===== src/rtl/can_crc_check.sv =====
// can_crc_check: frame CRC and stuff-count checker for the CAN / CAN FD receive path.
// Runs CRC-15/17/21 LFSRs over destuffed frame bits (SOF up to the CRC field),
// collects the classic CRC-15 field and the FD stuff count, and compares them
// against the received values.
// Optional feature macro: CAN_CRC_STUFF_CNT_EN (stuff counter + stuff-count check).
// Ports:
//   clk, rst_n                       clock, async active-low reset
//   bit_en, data, stuff_bit, sof,    destuffed bit stream and per-bit qualifiers
//   crc_seq_start
//   crc_end                          FD CRC field captured upstream
//   abort                            drop the frame, back to IDLE
//   fd_frame, crc21_sel              frame type, latched at crc_seq_start
//   en_FD_iso                        ISO CAN FD mode
//   rx_crc_17_i, rx_crc_21_i         received FD CRCs from the CRC-field destuffer
//   check_done                       one-cycle verdict strobe
//   crc_error, stuff_cnt_error       verdict, held until next sof or abort
//   busy                             frame in progress
module can_crc_check (
    input  logic        clk,
    input  logic        rst_n,
    input  logic        bit_en,
    input  logic        data,
    input  logic        stuff_bit,
    input  logic        sof,
    input  logic        crc_seq_start,
    input  logic        crc_end,
    input  logic        abort,
    input  logic        fd_frame,
    input  logic        crc21_sel,
    input  logic        en_FD_iso,
    input  logic [16:0] rx_crc_17_i,
    input  logic [20:0] rx_crc_21_i,
    output logic        check_done,
    output logic        crc_error,
    output logic        stuff_cnt_error,
    output logic        busy
);

    localparam logic [14:0] POLY15 = 15'h4599;
    localparam logic [16:0] POLY17 = 17'h1685B;
    localparam logic [20:0] POLY21 = 21'h102899;

    typedef enum logic [2:0] {IDLE, CALC, SCNT, RXCRC, CHECK} state_t;

    state_t      state;
    logic [14:0] crc15;
    logic [16:0] crc17;
    logic [20:0] crc21;
    logic [14:0] rx_crc15;
    logic [3:0]  bit_cnt;
    logic        fd_lat;
    logic        sel21_lat;
    logic [16:0] init17;
    logic [20:0] init21;

    function automatic logic [14:0] upd15(input logic [14:0] c, input logic d);
        return {c[13:0], 1'b0} ^ ((d ^ c[14]) ? POLY15 : 15'd0);
    endfunction

    function automatic logic [16:0] upd17(input logic [16:0] c, input logic d);
        return {c[15:0], 1'b0} ^ ((d ^ c[16]) ? POLY17 : 17'd0);
    endfunction

    function automatic logic [20:0] upd21(input logic [20:0] c, input logic d);
        return {c[19:0], 1'b0} ^ ((d ^ c[20]) ? POLY21 : 21'd0);
    endfunction

    // ISO CAN FD seeds the FD CRCs with a leading one
    assign init17 = en_FD_iso ? 17'h10000 : 17'd0;
    assign init21 = en_FD_iso ? 21'h100000 : 21'd0;

`ifdef CAN_CRC_STUFF_CNT_EN
    logic [2:0] stuff_cnt;
    logic [3:0] scnt_rx;
    logic       scnt_used;
    logic [2:0] gray;
    logic [3:0] scnt_exp;

    // Gray-coded count plus even parity over all four bits
    assign gray     = {stuff_cnt[2], stuff_cnt[2] ^ stuff_cnt[1], stuff_cnt[1] ^ stuff_cnt[0]};
    assign scnt_exp = {gray, ^gray};
`else
    assign stuff_cnt_error = 1'b0;
`endif

    always_ff @(posedge clk or negedge rst_n) begin
        if (!rst_n) begin
            state      <= IDLE;
            crc15      <= '0;
            crc17      <= '0;
            crc21      <= '0;
            rx_crc15   <= '0;
            bit_cnt    <= '0;
            fd_lat     <= 1'b0;
            sel21_lat  <= 1'b0;
            check_done <= 1'b0;
            crc_error  <= 1'b0;
            busy       <= 1'b0;
`ifdef CAN_CRC_STUFF_CNT_EN
            stuff_cnt       <= '0;
            scnt_rx         <= '0;
            scnt_used       <= 1'b0;
            stuff_cnt_error <= 1'b0;
`endif
        end else begin
            check_done <= 1'b0;
            if (abort) begin
                state     <= IDLE;
                busy      <= 1'b0;
                crc_error <= 1'b0;
`ifdef CAN_CRC_STUFF_CNT_EN
                stuff_cnt_error <= 1'b0;
`endif
            end else begin
                case (state)
                    IDLE: begin
                        if (bit_en && sof) begin
                            state     <= CALC;
                            busy      <= 1'b1;
                            crc15     <= upd15(15'd0, data);
                            crc17     <= upd17(init17, data);
                            crc21     <= upd21(init21, data);
                            crc_error <= 1'b0;
`ifdef CAN_CRC_STUFF_CNT_EN
                            stuff_cnt       <= '0;
                            stuff_cnt_error <= 1'b0;
`endif
                        end
                    end
                    CALC: begin
                        if (bit_en) begin
                            if (crc_seq_start) begin
                                fd_lat    <= fd_frame;
                                sel21_lat <= crc21_sel;
                                bit_cnt   <= 4'd1;
`ifdef CAN_CRC_STUFF_CNT_EN
                                scnt_used <= fd_frame & en_FD_iso;
                                scnt_rx   <= {3'b000, data};
`endif
                                if (fd_frame && en_FD_iso) begin
                                    // first stuff-count bit is covered by the FD CRCs
                                    state <= SCNT;
                                    crc17 <= upd17(crc17, data);
                                    crc21 <= upd21(crc21, data);
                                end else begin
                                    // first CRC bit, not fed to the LFSRs
                                    state    <= RXCRC;
                                    rx_crc15 <= {rx_crc15[13:0], data};
                                end
                            end else begin
                                if (!stuff_bit) begin
                                    crc15 <= upd15(crc15, data);
                                end
                                if (!stuff_bit || en_FD_iso) begin
                                    crc17 <= upd17(crc17, data);
                                    crc21 <= upd21(crc21, data);
                                end
`ifdef CAN_CRC_STUFF_CNT_EN
                                if (stuff_bit) begin
                                    stuff_cnt <= stuff_cnt + 3'd1;
                                end
`endif
                            end
                        end
                    end
                    SCNT: begin
                        if (bit_en) begin
                            crc17 <= upd17(crc17, data);
                            crc21 <= upd21(crc21, data);
`ifdef CAN_CRC_STUFF_CNT_EN
                            scnt_rx <= {scnt_rx[2:0], data};
`endif
                            if (bit_cnt == 4'd3) begin
                                state <= RXCRC;
                            end else begin
                                bit_cnt <= bit_cnt + 4'd1;
                            end
                        end
                    end
                    RXCRC: begin
                        if (fd_lat) begin
                            if (crc_end) begin
                                state <= CHECK;
                            end
                        end else if (bit_en) begin
                            rx_crc15 <= {rx_crc15[13:0], data};
                            if (bit_cnt == 4'd14) begin
                                state <= CHECK;
                            end else begin
                                bit_cnt <= bit_cnt + 4'd1;
                            end
                        end
                    end
                    CHECK: begin
                        state      <= IDLE;
                        busy       <= 1'b0;
                        check_done <= 1'b1;
                        if (!fd_lat) begin
                            crc_error <= (rx_crc15 != crc15);
                        end else if (sel21_lat) begin
                            crc_error <= (rx_crc_21_i != crc21);
                        end else begin
                            crc_error <= (rx_crc_17_i != crc17);
                        end
`ifdef CAN_CRC_STUFF_CNT_EN
                        stuff_cnt_error <= scnt_used && (scnt_rx != scnt_exp);
`endif
                    end
                    default: begin
                        state <= IDLE;
                        busy  <= 1'b0;
                    end
                endcase
            end
        end
    end

endmodule


===== config.mk =====
export PLATFORM = sky130hd
export DESIGN_NAME = can_crc_check
export DESIGN_NICKNAME = d
export VERILOG_FILES = /design/src/rtl/can_crc_check.sv
export SDC_FILE = /design/constraint.sdc
export NUM_CORES = 1
export LEC_CHECK = 0
export ABC_CLOCK_PERIOD_IN_PS = 4100
export CAP_MARGIN = 20
export CORE_MARGIN = 5
export CORE_UTILIZATION = 45
export CTS_CLUSTER_SIZE = 20
export DETAILED_ROUTE_END_ITERATION = 7
export GPL_TIMING_DRIVEN = 0
export PLACE_DENSITY = 0.74
export SLEW_MARGIN = 20
export SYNTH_ARGS = -nofsm -noshare
export SYNTH_HDL_FRONTEND = slang
export SYNTH_SLANG_ARGS = --single-unit

===== constraint.sdc =====
create_clock -name clk -period 4.1 [get_ports clk]
set_input_delay 0.41 -clock clk [delete_from_list [all_inputs] [get_ports clk]]
set_output_delay 0.41 -clock clk [all_outputs]
set_load 0.02 [all_outputs]

==> impl_metrics.json, run 1 <==
{
  "status": "complete, no violations",
  "hold_slack_ns": 0.0212,
  "grt_pass1_wl_mm": 17.8,
  "cts-buffers-inserted": 9,
  "yosysTopAreaCellShare": 0.448,
  "clock_path_buffers": 2,
  "post_cts_resized": 0,
  "synth_xor_xnor_area_share": 0.139,
  "areaGrowthSynthToFinish_pct": 20.1,
  "slew_headroom": 0.419,
  "hold_buffers": 0,
  "dieArea_um2": 12000,
  "r2r_cells": 5,
  "syn_area_per_cell_um2": 9.73,
  "p_leak_uw": 0.00238,
  "drive_gt1_frac": 0.112,
  "cts.reportedPaths.clkPinSlew_ns": 0.08,
  "row_count": 36,
  "synth_area_leader_cell": "dfrtp_1",
  "cp.arrival_ns": 2.41,
  "grt_max_degree": 45,
  "rrSetupSlack_ns": 1.94,
  "cts-htree-levels": 3,
  "finalHoldViolations": 0,
  "post-route-min-period_ns": 2.18,
  "synth.distinct_cells": 55,
  "synthTopCellsByArea": "dfrtp_1, xor2_1, nand2_1",
  "initial_core_util": 0.459,
  "cp-start-kind": "input port",
  "required_ns": 4.33,
  "drt_wl_total_mm": 10.6,
  "wirelength_met1_mm": 4.78,
  "p_per_area_nw_per_um2": 465,
  "tns_ns": 0,
  "criticalPathCategory": "input port to flip-flop",
  "postRouteAntennaNets": 0,
  "ys_ff_latch": 80,
  "startpoint": "crc_seq_start",
  "crit_path_end": "rx_crc15[4]",
  "syn_area_um2": 4470,
  "io_buffers": 50,
  "fmax_mhz": 458,
  "hold_path_class": "input port to asynchronous set/reset pin",
  "synth_warnings": 0,
  "pre_cts_slack_ns": 1.56,
  "synth_flop_cell": "dfrtp_1",
  "vias": 3619,
  "highest_layer": "met4",
  "globalplace.congestion": 0.828,
  "synth-adder-area-share": 0.00560,
  "cts_tree": "yes",
  "netlist_instances": 459,
  "finalCritPeriodShare": 0.532,
  "fin_nets": 573,
  "synth_compound_area_frac": 0.162,
  "dieHeight_um": 110,
  "wl_met3_um": 536,
  "post-route-drc-count": 0,
  "drt-vias-per-instance": 5.49,
  "worstSetupEndpointType": "flip-flop",
  "r2r_end": "rx_crc15[4]",
  "dr.pass1.iters": 4,
  "fin_skew_ns": 0.00572,
  "die-width_um": 110,
  "grt_pass1_vias": 3617,
  "antenna_found_initial": 0,
  "ios": 54,
  "worst-path-max-fanout": 10,
  "ys_seq_area_frac": 0.448,
  "grt_setup_unrepaired": "false",
  "finalSetupViolCount": 0,
  "fillers": 903,
  "grt-ovfl-total": 0,
  "clkLatencyLatePin_ns": 0.35,
  "synth_edf_count": 0,
  "synth_simple_gate_area_share": 0.154,
  "vdd_drop_max_mv": 0.230,
  "cts.sinks": 80,
  "max-cap-violations": 0,
  "synthMuxAreaShare": 0.0524,
  "post-cts-setup-buffers": 0,
  "wl_per_cell_um": 16.1,
  "r2r_start": "state[2]",
  "async_flop_share": 1.00,
  "diodes": 0,
  "synth_top_family_by_area": "compound AO/OA/AOI/OAI gates",
  "cts_root_buf": "clkbuf_8",
  "wl_met2_mm": 5.12,
  "tightest_slew_ns": 0.865,
  "maxSlewViolCount": 0,
  "fp.coreArea_um2": 9730,
  "grtUsageTotal": 0.188,
  "hpwl_mm": 7.85,
  "syn-num-nets": 511,
  "drt-initial-drc-count": 188,
  "fin_ws_ns": 1.92
}
[state kept, by name, summed over array words and instances, names as in the netlist]
signal      count
crc17          17
check_done      1
crc_error       1
rx_crc15       15
bit_cnt         4
state           3
busy            1
fd_lat          1
crc21          21
sel21_lat       1
crc15          15
[cell usage in the layout (no fill, tap or decap), types with 2 or more instances in the layout]
cell	count
nand2_1	83
clkinvlp_4	2
nor3b_1	2
mux2i_1	2
o21ai_0	43
ha_1	2
clkdlybuf4s50_1	49
a211oi_1	4
buf_2	7
mux2_1	2
a31oi_1	2
clkbuf_8	11
and3_1	3
nand3_1	2
xnor2_1	29
nor3_1	6
or3_1	2
clkbuf_1	12
xor2_1	40
buf_4	8
clkinv_2	2
a211o_1	2
a22o_1	26
nand2b_1	2
a21oi_1	18
o21ai_1	2
inv_1	6
dfrtp_1	80
nor4_1	10
nor2_1	8
nor2b_1	4
mux2_2	17
nand4_1	8
o32a_1	2
o31ai_1	2
[per-layer routing]
metal  GRT usage  vias up
li1            -     1730
met1       0.248     1760
met2       0.306      109
met3      0.0452       20
met4      0.0552        0
met5           0        -
[metrics by stage]
step / cell area [µm²] / total power, µW / utilization / cells
6_report: 5370 / 2490 / 0.551 / 659
3_3_place_gp: 5130 / 1860 / 0.528 / 642
2_1_floorplan: 4470 / 1650 / - / 459
4_1_cts: 5370 / 2500 / 0.551 / 659
5_1_grt: 5370 / 2640 / 0.551 / 659
3_5_place_dp: 5160 / 1890 / 0.530 / 643
[cell families (layout without fill, tap and decap cells)]
| logic type | Yosys count | count (layout) |
|---|---|---|
| xor gates and xnor gates | 70 | 70 |
| DFF | 80 | 80 |
| muxes | 21 | 21 |
| and+or+nand+nor | 140 | 140 |
| AOI/OAI and AO/OA | 111 | 111 |
| adders and majority gates | 2 | 2 |
| buffers and inverters | 34 | 101 |
| other | 1 | 1 |
[worst max-delay path, cell delays in order]
cell and delay (ns):
clkdlybuf4s50_1 0.55, nor2b_1 0.21, o21ai_1 0.14, nor4b_4 0.46, buf_4 0.29, mux2_2 0.36
[cell usage after synthesis (all sizes together) (2+ instances only)]
library cell and count:
a211o 2, a211oi 4, a21boi 2, a21oi 18, a22o 26, a31oi 2
and3 4, buf 15, clkbuf 12, dfrtp 80, ha 2, inv 7
mux2 19, mux2i 2, nand2 83, nand2b 2, nand3 2, nand4 8
nor2 9, nor2b 4, nor3 6, nor3b 3, nor4 10, nor4b 2
o21ai 45, o31ai 2, o32a 2, or3 2, xnor2 29, xor2 41
[cell type report]
cell class | instances | area [µm²] | area share
inverters | 7 | 26.3 | 0.00490
multi-input cells | 345 | 2290 | 0.428
plain buffers | 27 | 144 | 0.0268
well taps | 133 | 166 | 0.0310
clock inverters | 5 | 55.1 | 0.0103
flip-flops and latches | 80 | 2000 | 0.373
clock buffers | 11 | 151 | 0.0282
repair buffers | 51 | 526 | 0.0979
[worst min-delay path by stage]
| stage | from | end | slack, ns | cells past startpoint |
|---|---|---|---|---|
| 2_1_floorplan | rst_n | bit_cnt[0] | 0.11 | 0 |
| 3_3_place_gp | crc15[8] | crc15[8] | 0.51 | 2 |
| 3_5_place_dp | rst_n | rx_crc15[7] | 0.41 | 1 |
| 4_1_cts | rst_n | rx_crc15[7] | 0.03 | 1 |
| 5_1_grt | rst_n | rx_crc15[7] | 0.04 | 1 |
| 6_report | rst_n | rx_crc15[7] | 0.02 | 1 |
[power breakdown]
| part | total (µW) | internal, µW | switching (µW) |
|---|---|---|---|
| clock network | 607 | 313 | 295 |
| logic | 733 | 369 | 364 |
| registers | 1150 | 953 | 200 |
Power figures use the tool's default switching activity.
==> inputs of run 2 (changes only) <==
--- a/config.mk
+++ b/config.mk
@@ -5,7 +5,7 @@
 export SDC_FILE = /design/constraint.sdc
 export NUM_CORES = 1
 export LEC_CHECK = 0
-export ABC_CLOCK_PERIOD_IN_PS = 4100
+export ABC_CLOCK_PERIOD_IN_PS = 2200
 export CAP_MARGIN = 20
 export CORE_MARGIN = 5
 export CORE_UTILIZATION = 45
==> constraint.sdc (replaced) <==
create_clock -name clk -period 2.2 [get_ports clk]
set_input_delay 0.22 -clock clk [delete_from_list [all_inputs] [get_ports clk]]
set_output_delay 0.22 -clock clk [all_outputs]
set_load 0.02 [all_outputs]
==> run 2 against run 1 <==
Compared with the run above: sequential share of layout area shrank 0.29 points; design area grew 0.79%; die area is the same; final cell count grew 0.46%; register-to-register slack lost 1.8 ns; first-iteration DRC count shrank 2.1%; sequential power grew 87%; sequential cell count is the same; global-route usage is the same; non-clock buffer count grew 3; clock power grew 86%; hold slack gained 0.31 ns; critical endpoint is now crc21[7]; largest cell class unchanged; largest power group unchanged.
==> impl_metrics.json, run 2 (synthesis gave the netlist of run 1 again) <==
{
  "status": "complete, no violations",
  "r2r_cells": 6,
  "fin_util": 0.556,
  "max-cap-violations": 0,
  "grtUsageTotal": 0.188,
  "antenna_found_initial": 0,
  "io_buffers": 50,
  "cts.sinks": 80,
  "grt_pass1_vias": 3617,
  "post-place-cells": 643,
  "grt_pass1_wl_mm": 17.8,
  "finalCritPeriodShare": 0.936,
  "largest_reg_flops": 21,
  "finalSetupViolCount": 0,
  "slew_headroom": 0.532,
  "grt_util_met1": 0.248,
  "dr.pass1.iters": 4,
  "cp_slowest_cell": "dfrtp_1",
  "fin_skew_ns": 0.00491,
  "die-width_um": 110,
  "r2r_start": "state[0]",
  "fmax_mhz": 486,
  "wl_per_cell_um": 16.0,
  "cts-htree-levels": 3,
  "drt-vias-per-instance": 5.47,
  "startpoint": "state[0]",
  "rrSetupSlack_ns": 0.14,
  "cp-start-kind": "flip-flop",
  "cts_tree": "yes",
  "globalplace.congestion": 0.828,
  "cts.reportedPaths.clkPinSlew_ns": 0.08,
  "finalHoldViolations": 0,
  "cts_root_buf": "clkbuf_8",
  "grt.busiest_layer": "met2",
  "p_leak_uw": 0.00241,
  "criticalPathCategory": "flip-flop to flip-flop",
  "critPathBufInv": 2,
  "cts-buffers-inserted": 9,
  "grt-ovfl-total": 0,
  "p_per_area_nw_per_um2": 861,
  "top_regs": "crc21 (21), crc17 (17)",
  "hold_slack_ns": 0.328,
  "final_common_cell": "nand2_1",
  "postRouteAntennaNets": 0,
  "cp.arrival_ns": 2.30,
  "grt_max_degree": 45,
  "tightest_slew_ns": 0.694,
  "hpwl_mm": 7.85,
  "crit_path_end": "crc21[7]",
  "use_met2": 0.306,
  "final_cells": 662,
  "grt_setup_unrepaired": "false",
  "clkLatencyLatePin_ns": 0.35,
  "areaGrowthSynthToFinish_pct": 21.1,
  "drt-initial-drc-count": 184,
  "post-route-drc-count": 0,
  "diodes": 0,
  "layout_common_cells": "nand2_1, dfrtp_1, clkdlybuf4s50_1",
  "tns_ns": 0,
  "path_depth": 6,
  "r2r_end": "crc21[7]",
  "post-route-min-period_ns": 2.06,
  "slowest_delay_ns": 0.46,
  "worstSetupEndpointType": "flip-flop",
  "worst-path-max-fanout": 10,
  "initial_core_util": 0.459,
  "required_ns": 2.44,
  "maxSlewViolCount": 0,
  "drt_wl_total_mm": 10.6,
  "fin_area_um2": 5410,
  "crit_chain": "nor3b_4 -> a311o_1 -> a211o_1 -> buf_2 -> buf_4 -> a22o_1",
  "hold_path_class": "input port to flip-flop",
  "fp.coreArea_um2": 9730,
  "clock_path_buffers": 2,
  "dieArea_um2": 12000,
  "fin_nets": 576,
  "vdd_drop_max_mv": 0.428,
  "grt_use_met3": 0.0452,
  "dieHeight_um": 110,
  "regMostFlops": "crc21",
  "dpl_cell_area_um2": 5160,
  "ios": 54,
  "drive_gt1_frac": 0.121,
  "cpLargestDelayFamily": "compound AO/OA/AOI/OAI gates",
  "row_count": 36,
  "vias": 3624
}
-- run 2: stage by stage --
stage / total power, µW / setup slack, ns
global placement: 3470 / -1.95
finish: 4660 / 0.141
floorplan: 3070 / 0.305
global route: 4930 / 0.00974
detailed placement: 3530 / -0.152
CTS: 4660 / 0.0278
-- run 2: cell type report --
cell class | count | area [µm²]
flip-flops and latches | 80 | 2000
fillers | 898 | 4320
repair buffers | 54 | 551
inverters | 7 | 26.3
clock buffers | 11 | 151
well taps | 133 | 166
clock inverters | 5 | 55.1
plain buffers | 27 | 145
multi-input cells | 345 | 2310
-- run 2: how the worst min path moves through the flow --
stage,startpoint,to,slack (ns),cells after the start
2_1_floorplan,rst_n,bit_cnt[0],-0.08,0
3_3_place_gp,crc15[8],crc15[8],0.51,2
3_5_place_dp,rst_n,rx_crc15[7],0.22,1
4_1_cts,abort,busy,0.32,2
5_1_grt,abort,busy,0.38,2
6_report,abort,busy,0.33,2
-- run 2: power breakdown --
group	internal (µW)	total [µW]	switching, µW
Sequential	1780	2150	373
Clock	583	1130	547
Combinational	694	1380	686
-- run 2: timing repair --
item / CTS / global route
resized for setup: 0 / 5
buffers inserted: 0 / 2
endpoints found under the hold margin: 36 / 0
hold buffers: 1 / 0
endpoints found under the setup margin: 0 / 19
-- run 2: worst reg2reg max path: cells and delay by family (launching register included) --
| family | cells | cell delay [ns] |
|---|---|---|
| AND/OR/NAND/NOR | 1 | 0.22 |
| flip-flops | 1 | 0.46 |
| buffers and inverters | 2 | 0.40 |
| AO/OA/AOI/OAI | 3 | 0.87 |
-- run 2: routing by layer --
metal / up-vias / share of wire / routed length, µm
met3: 18 / 0.055 / 583
met2: 110 / 0.48 / 5110
met1: 1761 / 0.44 / 4720
met5: - / 0 / 0
li1: 1735 / - / -
met4: 0 / 0.019 / 205
==> inputs of run 3 (changes only) <==
--- a/config.mk
+++ b/config.mk
@@ -5,7 +5,7 @@
 export SDC_FILE = /design/constraint.sdc
 export NUM_CORES = 1
 export LEC_CHECK = 0
-export ABC_CLOCK_PERIOD_IN_PS = 2200
+export ABC_CLOCK_PERIOD_IN_PS = 1900
 export CAP_MARGIN = 20
 export CORE_MARGIN = 5
 export CORE_UTILIZATION = 45
==> constraint.sdc (replaced) <==
create_clock -name clk -period 1.9 [get_ports clk]
set_input_delay 0.19 -clock clk [delete_from_list [all_inputs] [get_ports clk]]
set_output_delay 0.19 -clock clk [all_outputs]
set_load 0.02 [all_outputs]
==> run 3 against run 2 <==
Compared with the run above: highest routed layer unchanged; the flow now finishes with violations (setup timing); critical path type unchanged; hold slack better by 0.00086 ns; sequential power up 16%; sequential cell count unchanged; design area up 7.9%; routed wire length up 12%; critical endpoint is now bit_cnt[1].
==> impl_metrics.json, run 3 (synthesis gave the netlist of run 1 again) <==
{
  "violations": "setup timing",
  "crit_path_end": "bit_cnt[1]",
  "crit_chain": "buf_4 -> nor3b_4 -> a32oi_2 -> a211o_1 -> buf_6 -> o31ai_1",
  "largest_reg_flops": 21,
  "die-width_um": 110,
  "cts_tree": "yes",
  "io_buffers": 50,
  "dr.pass1.iters": 4,
  "clock_path_buffers": 2,
  "maxSlewViolCount": 0,
  "fin_skew_ns": 0.00748,
  "slew_headroom": 0.592,
  "cts.reportedPaths.clkPinSlew_ns": 0.08,
  "r2r_start": "state[0]",
  "finalHoldViolations": 0,
  "initial_core_util": 0.459,
  "row_count": 36,
  "p_per_area_nw_per_um2": 976,
  "r2r_cells": 6,
  "fin_nets": 596,
  "wl_per_cell_um": 17.4,
  "vdd_drop_max_mv": 0.534,
  "clkLatencyLatePin_ns": 0.35,
  "ios": 54,
  "rrSetupSlack_ns": -0.01,
  "grt_pass1_wl_mm": 18.7,
  "diodes": 0,
  "grt-ovfl-total": 0,
  "post-route-drc-count": 0,
  "regMostFlops": "crc21",
  "grt_pass1_vias": 3820,
  "cp.arrival_ns": 2.17,
  "antenna_found_initial": 0,
  "startpoint": "state[0]",
  "vias": 3837,
  "cts-buffers-inserted": 9,
  "worst-path-max-fanout": 10,
  "cts_root_buf": "clkbuf_8",
  "fin_ws_ns": -0.0148,
  "areaGrowthSynthToFinish_pct": 30.6,
  "cts-htree-levels": 3,
  "fin_area_um2": 5840,
  "drt-initial-drc-count": 250,
  "fillers": 829,
  "cp_slowest_cell": "dfrtp_2",
  "tns_ns": -0.0148,
  "layout_common_cells": "nand2_1, dfrtp_1, clkdlybuf4s50_1",
  "dieArea_um2": 12000,
  "cts.sinks": 80,
  "grtUsageTotal": 0.199,
  "seqCellArea_um2": 2010,
  "cp-start-kind": "flip-flop",
  "p_leak_uw": 0.00257,
  "final_common_cell": "nand2_1",
  "drive_gt1_frac": 0.208,
  "globalplace.congestion": 0.828,
  "post-route-min-period_ns": 1.91,
  "postRouteAntennaNets": 0,
  "drt_wl_total_mm": 11.9,
  "drt-vias-per-instance": 5.63,
  "required_ns": 2.15,
  "dieHeight_um": 110,
  "status": "finished, violations left",
  "slowest_delay_ns": 0.44,
  "fp.coreArea_um2": 9730,
  "grt_setup_unrepaired": "true",
  "multiInputGateArea_um2": 2500,
  "worstSetupEndpointType": "flip-flop",
  "hold_path_class": "input port to flip-flop",
  "tightest_slew_ns": 0.612,
  "grt_max_degree": 45,
  "hpwl_mm": 7.85,
  "criticalPathCategory": "flip-flop to flip-flop",
  "max-cap-violations": 0,
  "pre_cts_slack_ns": -0.422,
  "top_regs": "crc21 (21), crc17 (17)",
  "finalCritPeriodShare": 1.01,
  "dpl_cell_area_um2": 5160,
  "finalSetupViolCount": 1,
  "fmax_mhz": 522,
  "r2r_end": "bit_cnt[1]"
}
[run 3: cell types whose count changed in the layout (fill, tap and decap cells not counted), moves of 5 or more]
cell,before,now
o21ai_0,43,37
buf_6,1,12
buf_2,7,2
clkbuf_1,11,6
buf_4,10,25
mux2_4,0,5
[run 3: stage by stage]
| stage | total power [µW] | hold WS (ns) | util | std cells |
|---|---|---|---|---|
| 2_1_floorplan | 3560 | -0.106 | - | 459 |
| 3_3_place_gp | 4020 | 0.505 | 0.528 | 642 |
| 3_5_place_dp | 4090 | 0.195 | 0.530 | 643 |
| 4_1_cts | 5520 | 0.290 | 0.573 | 673 |
| 5_1_grt | 6000 | 0.374 | 0.600 | 682 |
| 6_report | 5700 | 0.328 | 0.600 | 682 |
[run 3: timing repair]
action                                  in CTS  in global routing
hold buffers                                 1                  0
cloned                                       3                  0
hold endpoints to repair                    36                  0
gates resized for setup                     25                 63
endpoints found under the setup margin      57                 76
pin swaps                                    8                 22
setup buffers                               11                 12
[run 3: layer usage]
layer	vias up	global-route usage	routed length (µm)
li1	1778	-	-
met1	1896	0.252	5040
met2	135	0.328	5900
met3	28	0.0534	635
met4	0	0.0739	288
met5	-	0	0
[run 3: how the worst min path moves through the flow]
| stage | depth (start not counted) | from | slack (ns) | endpoint |
|---|---|---|---|---|
| floorplan | 0 | rst_n | -0.11 | bit_cnt[0] |
| global placement | 2 | crc15[8] | 0.51 | crc15[8] |
| detailed placement | 1 | rst_n | 0.19 | rx_crc15[7] |
| CTS | 2 | abort | 0.29 | busy |
| global route | 2 | rst_n | 0.37 | rx_crc15[7] |
| finish | 2 | abort | 0.33 | busy |
[run 3: worst max-delay path, delay by kind of cell, from the launching register on]
family,cells,cell delay [ns]
and+or+nand+nor,1,0.26
AOI/OAI and AO/OA,3,0.76
DFF,1,0.44
buffers and inverters,2,0.36
[run 3: cell type report]
class	count	share of cell area
inverter	7	0.00450
clock inverter	5	0.00943
timing repair buffer	78	0.130
multi-input combinational	345	0.428
clock buffer	11	0.0259
tap	133	0.0285
buffer	23	0.0298
sequential	80	0.344
[run 3: power by group]
group / switching (µW) / total (µW) / internal [µW]
combinational: 905 / 1880 / 976
sequential: 444 / 2500 / 2060
clock: 639 / 1310 / 675
